`config.mk`:
```
export PLATFORM = sky130hd
export DESIGN_NAME = eeg_load_ctrl
export DESIGN_NICKNAME = d
export VERILOG_FILES = /design/src/rtl/eeg_load_ctrl_pkg.sv /design/src/rtl/eeg_load_ctrl_counter.sv /design/src/rtl/eeg_load_ctrl.sv
export SDC_FILE = /design/constraint.sdc
export NUM_CORES = 1
export LEC_CHECK = 0
export CAP_MARGIN = 5
export CORE_MARGIN = 2
export CORE_UTILIZATION = 65
export DETAILED_ROUTE_END_ITERATION = 8
export DONT_BUFFER_PORTS = 1
export GPL_TIMING_DRIVEN = 0
export PLACE_DENSITY = 0.8
export SLEW_MARGIN = 25
export SYNTH_ARGS = -nofsm -noshare
export SYNTH_HDL_FRONTEND = slang
export SYNTH_SLANG_ARGS = --single-unit
```
`constraint.sdc`:
```
create_clock -name clk -period 4.3 [get_ports clk]
set_clock_uncertainty 0.15 [all_clocks]
set_input_delay 0.86 -clock clk [delete_from_list [all_inputs] [get_ports clk]]
set_output_delay 0.86 -clock clk [all_outputs]
set_load 0.02 [all_outputs]
```
`src/rtl/eeg_load_ctrl_pkg.sv`:
```
// Shared types, memory map and fixed-point constants for the EEG input loader.
// The sample conversion helper lives here so every consumer centres ADC codes identically.
package Defines;

    localparam int ADC_WIDTH            = 16;
    localparam int NUM_PATCHES          = 60;
    localparam int PATCH_LEN            = 64;
    localparam int Q_STO_INT_RES_DOUBLE = 20;
    localparam int INT_RES_DOUBLE_WIDTH = 30;

    typedef logic [ADC_WIDTH-1:0]            AdcData_t;
    typedef logic [15:0]                     IntResAddr_t;
    typedef logic [INT_RES_DOUBLE_WIDTH-1:0] IntResDouble_t;

    typedef enum logic {
        SINGLE_WIDTH,
        DOUBLE_WIDTH
    } DataWidth_t;

    typedef enum logic [1:0] {
        INT_RES_SW_FX,
        INT_RES_DW_FX,
        INT_RES_SQRT_FX
    } FxFormatIntRes_t;

    typedef enum logic [1:0] {
        EEG_INPUT_MEM,
        PATCH_MEM,
        CLASS_MEM
    } MemRegion_t;

    localparam int NUM_MEM_REGIONS = 3;
    localparam IntResAddr_t mem_map [NUM_MEM_REGIONS] = '{16'd0, 16'd3840, 16'd7680};

    typedef enum logic [1:0] {
        IDLE,
        WAIT_SAMPLE,
        WRITE,
        DONE
    } EegLoadState_t;

    typedef enum logic {
        POSEDGE_TRIGGERED,
        LEVEL_TRIGGERED
    } CounterMode_t;

    // ADC codes are offset-binary; flipping the MSB gives two's complement with the
    // binary point at bit 16, which is then aligned to the 20 fractional bits of storage.
    localparam int ADC_TO_INT_RES_SHIFT = Q_STO_INT_RES_DOUBLE - ADC_WIDTH;

    function automatic IntResDouble_t adc_to_int_res(input AdcData_t sample);
        logic signed [ADC_WIDTH-1:0]            centered;
        logic signed [INT_RES_DOUBLE_WIDTH-1:0] extended;
        centered = {~sample[ADC_WIDTH-1], sample[ADC_WIDTH-2:0]};
        extended = {{(INT_RES_DOUBLE_WIDTH-ADC_WIDTH){centered[ADC_WIDTH-1]}}, centered};
        return IntResDouble_t'(extended <<< ADC_TO_INT_RES_SHIFT);
    endfunction

endpackage

```
`src/rtl/eeg_load_ctrl_counter.sv`:
```
// General-purpose up-counter with synchronous clear; in POSEDGE_TRIGGERED mode it
// advances once per rising edge of trig, in LEVEL_TRIGGERED mode on every high cycle.
module counter
    import Defines::*;
#(
    parameter int           WIDTH = 16,
    parameter CounterMode_t MODE  = POSEDGE_TRIGGERED
) (
    input  logic             clk,
    input  logic             rst_n,
    input  logic             clear,
    input  logic             trig,
    output logic [WIDTH-1:0] count
);

    logic [WIDTH-1:0] count_q;
    logic [WIDTH-1:0] count_d;
    logic             trig_prev_q;
    logic             trig_prev_d;
    logic             step;

    always_comb begin
        step        = 1'b0;
        count_d     = count_q;
        trig_prev_d = trig;

        if (MODE == POSEDGE_TRIGGERED) begin
            step = trig && !trig_prev_q;
        end else begin
            step = trig;
        end

        if (clear) begin
            count_d     = '0;
            trig_prev_d = 1'b0;
        end else if (step) begin
            count_d = count_q + WIDTH'(1);
        end
    end

    always_ff @(posedge clk or negedge rst_n) begin
        if (!rst_n) begin
            count_q     <= '0;
            trig_prev_q <= 1'b0;
        end else begin
            count_q     <= count_d;
            trig_prev_q <= trig_prev_d;
        end
    end

    assign count = count_q;

endmodule

```
`src/rtl/eeg_load_ctrl.sv`:
```
// Streams one inference window of ADC samples into int-res memory, converting each
// sample to the double-width fixed-point format and handshaking on mem_ready.
//
// state       | meaning
// IDLE        | waiting for start; strobes ignored
// WAIT_SAMPLE | window open, waiting for the next new_sample strobe
// WRITE       | converted sample registered, wr_en held until mem_ready
// DONE        | last sample accepted; done pulses for one cycle
module eeg_load_ctrl
    import Defines::*;
#(
    parameter int          NUM_SAMPLES = NUM_PATCHES * PATCH_LEN,
    parameter IntResAddr_t BASE_ADDR   = mem_map[EEG_INPUT_MEM]
) (
    input  logic            clk,
    input  logic            rst_n,
    input  logic            start,
    input  logic            new_sample,
    input  AdcData_t        adc_data,
    input  logic            mem_ready,
    output logic            wr_en,
    output IntResAddr_t     wr_addr,
    output IntResDouble_t   wr_data,
    output DataWidth_t      wr_width,
    output FxFormatIntRes_t wr_format,
    output logic            busy,
    output logic            done,
    output logic            overflow
);

    localparam int IDX_W = $bits(IntResAddr_t);
    localparam logic [IDX_W-1:0] LAST_IDX = IDX_W'(NUM_SAMPLES - 1);

    EegLoadState_t state_q;
    EegLoadState_t state_d;
    logic          wr_en_q;
    logic          wr_en_d;
    IntResAddr_t   wr_addr_q;
    IntResAddr_t   wr_addr_d;
    IntResDouble_t wr_data_q;
    IntResDouble_t wr_data_d;
    logic          busy_q;
    logic          busy_d;
    logic          done_q;
    logic          done_d;
    logic          overflow_q;
    logic          overflow_d;

    logic             start_accept;
    logic             wr_accept;
    logic             last_write;
    logic [IDX_W-1:0] sample_idx;

    // The index only advances on accepted writes, so it always names the slot of the
    // next sample to be captured; it tops out at NUM_SAMPLES and is cleared by start.
    counter #(
        .WIDTH (IDX_W),
        .MODE  (POSEDGE_TRIGGERED)
    ) u_sample_idx (
        .clk   (clk),
        .rst_n (rst_n),
        .clear (start_accept),
        .trig  (wr_accept),
        .count (sample_idx)
    );

    always_comb begin
        start_accept = start && (state_q == IDLE);
        wr_accept    = wr_en_q && mem_ready && (state_q == WRITE);
        last_write   = (sample_idx == LAST_IDX);

        state_d    = state_q;
        wr_addr_d  = wr_addr_q;
        wr_data_d  = wr_data_q;
        overflow_d = overflow_q;

        case (state_q)
            IDLE: begin
                if (start_accept) begin
                    state_d    = WAIT_SAMPLE;
                    overflow_d = 1'b0;
                end
            end
            WAIT_SAMPLE: begin
                if (new_sample) begin
                    state_d   = WRITE;
                    wr_addr_d = BASE_ADDR + sample_idx;
                    wr_data_d = adc_to_int_res(adc_data);
                end
            end
            WRITE: begin
                if (new_sample) begin
                    overflow_d = 1'b1;
                end
                if (wr_accept) begin
                    state_d = last_write ? DONE : WAIT_SAMPLE;
                end
            end
            DONE: begin
                state_d = IDLE;
            end
            default: begin
                state_d = IDLE;
            end
        endcase

        wr_en_d = (state_d == WRITE);
        busy_d  = (state_d != IDLE);
        done_d  = (state_d == DONE);
    end

    always_ff @(posedge clk or negedge rst_n) begin
        if (!rst_n) begin
            state_q    <= IDLE;
            wr_en_q    <= 1'b0;
            wr_addr_q  <= BASE_ADDR;
            wr_data_q  <= '0;
            busy_q     <= 1'b0;
            done_q     <= 1'b0;
            overflow_q <= 1'b0;
        end else begin
            state_q    <= state_d;
            wr_en_q    <= wr_en_d;
            wr_addr_q  <= wr_addr_d;
            wr_data_q  <= wr_data_d;
            busy_q     <= busy_d;
            done_q     <= done_d;
            overflow_q <= overflow_d;
        end
    end

    assign wr_en     = wr_en_q;
    assign wr_addr   = wr_addr_q;
    assign wr_data   = wr_data_q;
    assign wr_width  = DOUBLE_WIDTH;
    assign wr_format = INT_RES_DW_FX;
    assign busy      = busy_q;
    assign done      = done_q;
    assign overflow  = overflow_q;

endmodule

```
==> results.toml <==
[cts]
h-tree-depth = 2
clkLatencyLatePin_ns = 0.31
cts_hold_buf = 0
clockBufferDepth = 2
clock_sinks = 55
postCtsSetupBuffers = 0
ctsResizeCount = 0
cts_buffers = 5
cts_tree = "built"
clk_pin_slew_worst_paths_ns = 0.09
cts.root.buffer_cell = "clkbuf_8"

[synthesis]
synth_commonest_cells = "dfrtp_1, mux2_2, buf_4"
ys.flop_type = "dfrtp_1"
synth_edf_count = 0
synth.top_cell.area_share_pct = 55.3
synth.most_common_cell = "dfrtp_1"
syn_area_mm2 = 0.00249
synth_cells = 214
yosysTopAreaCell = "dfrtp_1"
ys_seq_elements = 55
synth-seq-area-share_pct = 55.3
ys_types = 44
synthTopCellsByArea = "dfrtp_1, mux2_2, buf_4, mux2_1, nand2_1"
synth_warnings = 0
async_reset_ff_share_pct = 100
avgSynthCellArea_um2 = 11.6

[worst_setup_path]
crit_required_ns = 3.29
arrival_ns = 1.17
cp-start-kind = "flip-flop"
slowest_stage = "dfrtp_1"
critical_path_peak_fanout = 12
worstPathCellList = "buf_4"
worst-path-buf-inv = 1
crit_family = "flip-flops"
cp_slowest_stage_delay_ns = 0.64
worst-setup-path-type = "flip-flop to output pin"
critPathCaptureType = "output pin"

[outcome]
outcome = "finished, final reports clean"

[timing]
finalCriticalPeriod_ns = 2.18
finalCritPeriodShare_pct = 50.8
slew_headroom_pct = 60.7
slew_viol_final = 0
finalHoldViolCount = 0
worstMarginPinSlew_ns = 0.588
fin_ws_ns = 2.12
fin_tns_setup_ns = 0
setup_violations = 0
rsz0062_at_grt = "false"
fmax_mhz = 458

[floorplanning]
die_area_mm2 = 0.00434
core_mm2 = 0.00366
die-height_um = 65.9
pin_count = 74
fp.dieW_um = 65.9
start_util_pct = 68.0
rows = 22

[placed_design]
place_congestion = 0.803
io_buffers = 0
dp_slack_ns = 2.12
placed_area_mm2 = 0.00257
dp_hpwl_um = 3250
dp.cells = 267

[detailed_routing]
first_pass_iters = 4
drt_wl_total_um = 4390
drt-vias-per-instance = 5.91
routedWlPerCell_um = 16.0
vias = 1626
drcViolationCount = 0
ant_nets = 0
drt_iter0_drc = 150

[finish]
design_area_mm2 = 0.00266
antennaDiodeCount = 0
area_growth_pct = 6.74
nets = 248
layout-drive-gt1-share_pct = 24.2
fillCellCount = 278
fin_cells = 275

[flow_run]
max_cap_viol_count = 0

[grt]
grt.total_usage_pct = 21.7
grt_antenna_before_repair = 0
grt_overflow = 0
grt_start_max_net_pins = 56
grt_pass1_wl_um = 7010
grt_pass1_vias = 1584

[min_path]
hp-class = "input pin to asynchronous set/reset pin"

[pwr]
ir_worst_vdd_mv = 0.345
leakagePower_nw = 1.23
p_total_mw = 1.48
p_per_area_mw_per_mm2 = 557
==> state kept, by name, indices dropped and copies added, names as in the netlist <==
| name | count |
|---|---|
| busy | 1 |
| done | 1 |
| overflow | 1 |
| state_q | 2 |
| u_sample_idx.count | 16 |
| u_sample_idx.trig_prev_q | 1 |
| wr_addr | 16 |
| wr_data | 16 |
| wr_en | 1 |
==> cell type report <==
type / instances / area [um^2] / area share, %
clock inverter: 3 / 20.0 / 0.754
sequential: 55 / 1380 / 51.8
multi-input combinational: 133 / 936 / 35.2
tap: 48 / 60.1 / 2.26
clock buffer: 5 / 68.8 / 2.59
inverter: 6 / 27.5 / 1.04
buffer: 25 / 168 / 6.31
==> metrics by stage <==
step                hold slack [ns]  utilization (%)
finish                       0.0802             72.6
global route                 0.0627             72.6
CTS                          0.0744             72.6
detailed placement            0.410             70.1
global placement              0.392             70.1
floorplan                     0.366                -
==> placed cells by master, fill, tap and decap left out, types with 2 or more instances in the layout <==
master / n
dfrtp_1: 55
mux2_2: 20
buf_4: 18
nand2_1: 16
nor2_1: 13
a21oi_1: 10
mux2_1: 8
o21ai_0: 7
conb_1: 7
nand3_1: 6
buf_2: 5
nor3_1: 5
o31ai_1: 5
xnor2_1: 5
clkbuf_8: 5
inv_1: 4
or4_1: 3
nor4_1: 3
nand4_1: 2
clkbuf_1: 2
clkinvlp_4: 2
==> where the power goes <==
part | internal (mW) | switching (mW)
sequential | 0.624 | 0.203
combinational | 0.177 | 0.202
clock | 0.113 | 0.163
total | 0.914 | 0.567
==> logic make-up after synthesis <==
logic type	Yosys count	synth area share [%]
flip-flops	55	55.3
adder cells (fa/ha/maj)	1	0.503
multiplexers	29	13.1
XOR/XNOR	6	2.11
other	2	0.302
buffers and inverters	31	7.84
AND/OR/NAND/NOR	62	14.1
AO/OA/AOI/OAI	28	6.74
==> layer usage <==
layer | up-vias | wire length [um] | track usage [%]
met5 | - | 0 | 0
met4 | 0 | 88 | 10.7
met1 | 791 | 1770 | 24.5
met2 | 78 | 2180 | 36.6
met3 | 12 | 357 | 7.33
li1 | 745 | - | -
==> final timing paths <==
check / to / cells after the start / slack, ns / from
worst max-delay path: wr_data[28] / 1 / 2.12 / wr_data[19]
worst min-delay path: wr_data[7] / 0 / 0.08 / rst_n
worst max register to register: u_sample_idx.count[10] / 5 / 2.36 / u_sample_idx.count[3]
worst min register to register: busy / 1 / 0.43 / state_q[0]
max in group asynchronous: wr_en / 0 / 3.83 / rst_n
min in group clk: busy / 1 / 0.43 / state_q[0]
No activity file was read; power rests on OpenSTA's default activity.
==> RTL edit, RTL diff (same flow settings) <==
Put one more register stage on the output `overflow`. The value now appears one clock later. The other outputs are not delayed to match.
--- a/src/rtl/eeg_load_ctrl.sv
+++ b/src/rtl/eeg_load_ctrl.sv
@@ -138,3 +138,5 @@
     assign done      = done_q;
-    assign overflow  = overflow_q;
+    always_ff @(posedge clk) begin
+        overflow <= overflow_q;
+    end
 
Function: changed (Yosys sat finds a counterexample within 4 cycles, from zero or initial values and one cycle with rst_n low).
==> RTL edit against the unedited design <==
- die area grew 0.76%
- synthesized area grew 0.80%
- worst hold slack gained 0.0032 ns
- non-clock buffer count is the same
- sequential cell count grew 1
- power grew 5.2%
- worst setup slack gained 0.0080 ns
- cell area grew 1.6%
- wire length grew 4.1%
- maximum frequency grew 0.37%
- register-to-register slack lost 0.05 ns
- synthesized cell count grew 0.47%
- critical path type unchanged
- largest cell class unchanged
==> RTL edit: results (changes against the unedited design) <==
vias per std cell 5.938 (+0.43%); P_int 986.0 uW (+7.9%); Tot GR Track Use 22.14% (+0.45 points); reg2reg setup slack 2.31 ns (-0.05 ns); HPWL after detailed placement 3.335 mm (+2.5%); largest fanout of any net on the critical path 12 (unchanged); Nets 249 (+0.40%); buffers inserted by post-CTS timing repair 0 (unchanged); Clock Pin Slew Worst Setup and Hold Paths 0.09 ns (about the same); number of max-capacitance violations reported 0 (unchanged); XOR/XNOR Fraction of Synth Area 2.095% (-0.017 points); Worst path top cell family by delay flip-flops; cell type of the slowest stage on the worst timing path dfrtp_1; filler instances 252 (-9.4%); deepest level of the CTS H-tree 2 (unchanged); number of buffers added on ports 0 (unchanged); layout cell share with drive strength beyond 1 24.12% (-0.11 points); TritonCTS buffer count 5 (unchanged); arrival time of the worst setup path 1.17 ns (about the same); CTS Hold Buffers Added 0 (unchanged); class of the most critical hold timing path in2async; share of synthesized area occupied by flip-flops and latches 55.66% (+0.36 points); async set or reset register ratio after synthesis 98.21% (-1.8 points); top cell types by occurrence after synthesis 55 x dfrtp_1, 20 x mux2_2, 18 x buf_4; CTS Root Cell clkbuf_8; Synthesis Warnings 0 (unchanged); most area-consuming cells after synthesis dfrtp_1 55%, mux2_2 9.0%, buf_4 5.4%; outcome finished clean; Adder-Cell Fraction of Synth Area 0.4988% (-0.0040 points); Final Routed Wirelength 4.571 mm (+4.1%); via count of the first global-routing pass 1652 (+4.3%); pin count of the biggest net entering global routing 56 (unchanged); insertion delay of the later-clocked pin in the worst-skew pair 0.31 ns (about the same); placer congestion estimate 0.8307 (+3.5%); number of antenna violations at the first check in global routing 0 (unchanged); number of buffers between clock root and the deepest sink 2 (unchanged); post-cts resize count 0 (unchanged); iteration-0 DRC count of the detailed router 162 (+8.0%); global-route wire length before repair 7.320 mm (+4.4%); static power due to leakage 1.251 nW (+1.8%); length of the first detailed-routing pass in iterations 6 (+2); fraction of the mapped netlist area in compound gates 6.683% (-0.054 points); number of distinct library cells after synthesis 45 (+2.3%); most common flop cell mapped by yosys dfrtp_1; global route overflow 0 (unchanged); antenna cells 0 (unchanged); actual slew at the worst max-slew pin 0.5887 ns (+0.0008531 ns); Max IR drop VDD 0.0003833 V (+11%); maximum cell stage delay along the critical path 0.63 ns; multiplexer area fraction after synthesis 12.97% (-0.10 points)
-- RTL edit: cell count changes after synthesis --
cell,before,now
dfxtp_1,0,1
-- RTL edit: per-stage QoR --
| stage | hold slack [ns] | utilization, % | area (um2) | instances | setup slack (ns) |
|---|---|---|---|---|---|
| detailed placement | 0.2464 | 70.15 | 2587 | 268 | 2.115 |
| CTS | 0.07949 | 73.17 | 2699 | 276 | 2.105 |
| floorplan | 0.2183 | - | 2527 | 220 | 2.286 |
| finish | 0.08340 | 73.17 | 2699 | 276 | 2.124 |
| global placement | 0.2237 | 70.15 | 2587 | 268 | 2.159 |
| global route | 0.06884 | 73.17 | 2699 | 276 | 2.061 |
-- RTL edit: logic make-up after synthesis --
| family | count (synthesis) |
|---|---|
| XOR/XNOR | 6 |
| buffers and inverters | 31 |
| AO/OA/AOI/OAI | 28 |
| multiplexers | 29 |
| AND/OR/NAND/NOR | 62 |
| other | 2 |
| flip-flops | 56 |
| adder cells (fa/ha/maj) | 1 |
-- RTL edit: layout make-up --
type / instances / area share (%)
sequential: 56 / 51.74
clock inverter: 3 / 1.576
inverter: 6 / 1.020
buffer: 25 / 6.212
multi-input combinational: 133 / 34.68
clock buffer: 5 / 2.550
tap: 48 / 2.225
-- RTL edit: final timing paths --
check                                         end  cells after the start                   from
setup / recovery                      wr_data[21]                      1            wr_data[19]
setup reg to reg           u_sample_idx.count[10]                      5  u_sample_idx.count[3]
max in group asynchronous              wr_addr[7]                      0                  rst_n
min in group clk                         overflow                      0             overflow_q
hold reg to reg                          overflow                      0             overflow_q
hold / removal                         wr_data[9]                      0                  rst_n
-- RTL edit: power by group through the flow --
stage               Clock [mW]  Sequential [mW]  Combinational, mW
floorplan                    0            0.830              0.336
CTS                      0.341            0.843              0.385
global placement             0            0.847              0.367
finish                   0.336            0.841              0.381
global route             0.360            0.856              0.416
detailed placement           0            0.855              0.385
-- RTL edit: per-layer routing --
| layer | vias to the layer above | GRT usage (%) | wire (um) |
|---|---|---|---|
| met5 | - | 0 | 0 |
| met4 | 0 | 8.418 | 59 |
| met3 | 9 | 4.940 | 336 |
| met2 | 78 | 38.38 | 2311 |
| met1 | 802 | 26.84 | 1863 |
| li1 | 750 | - | - |
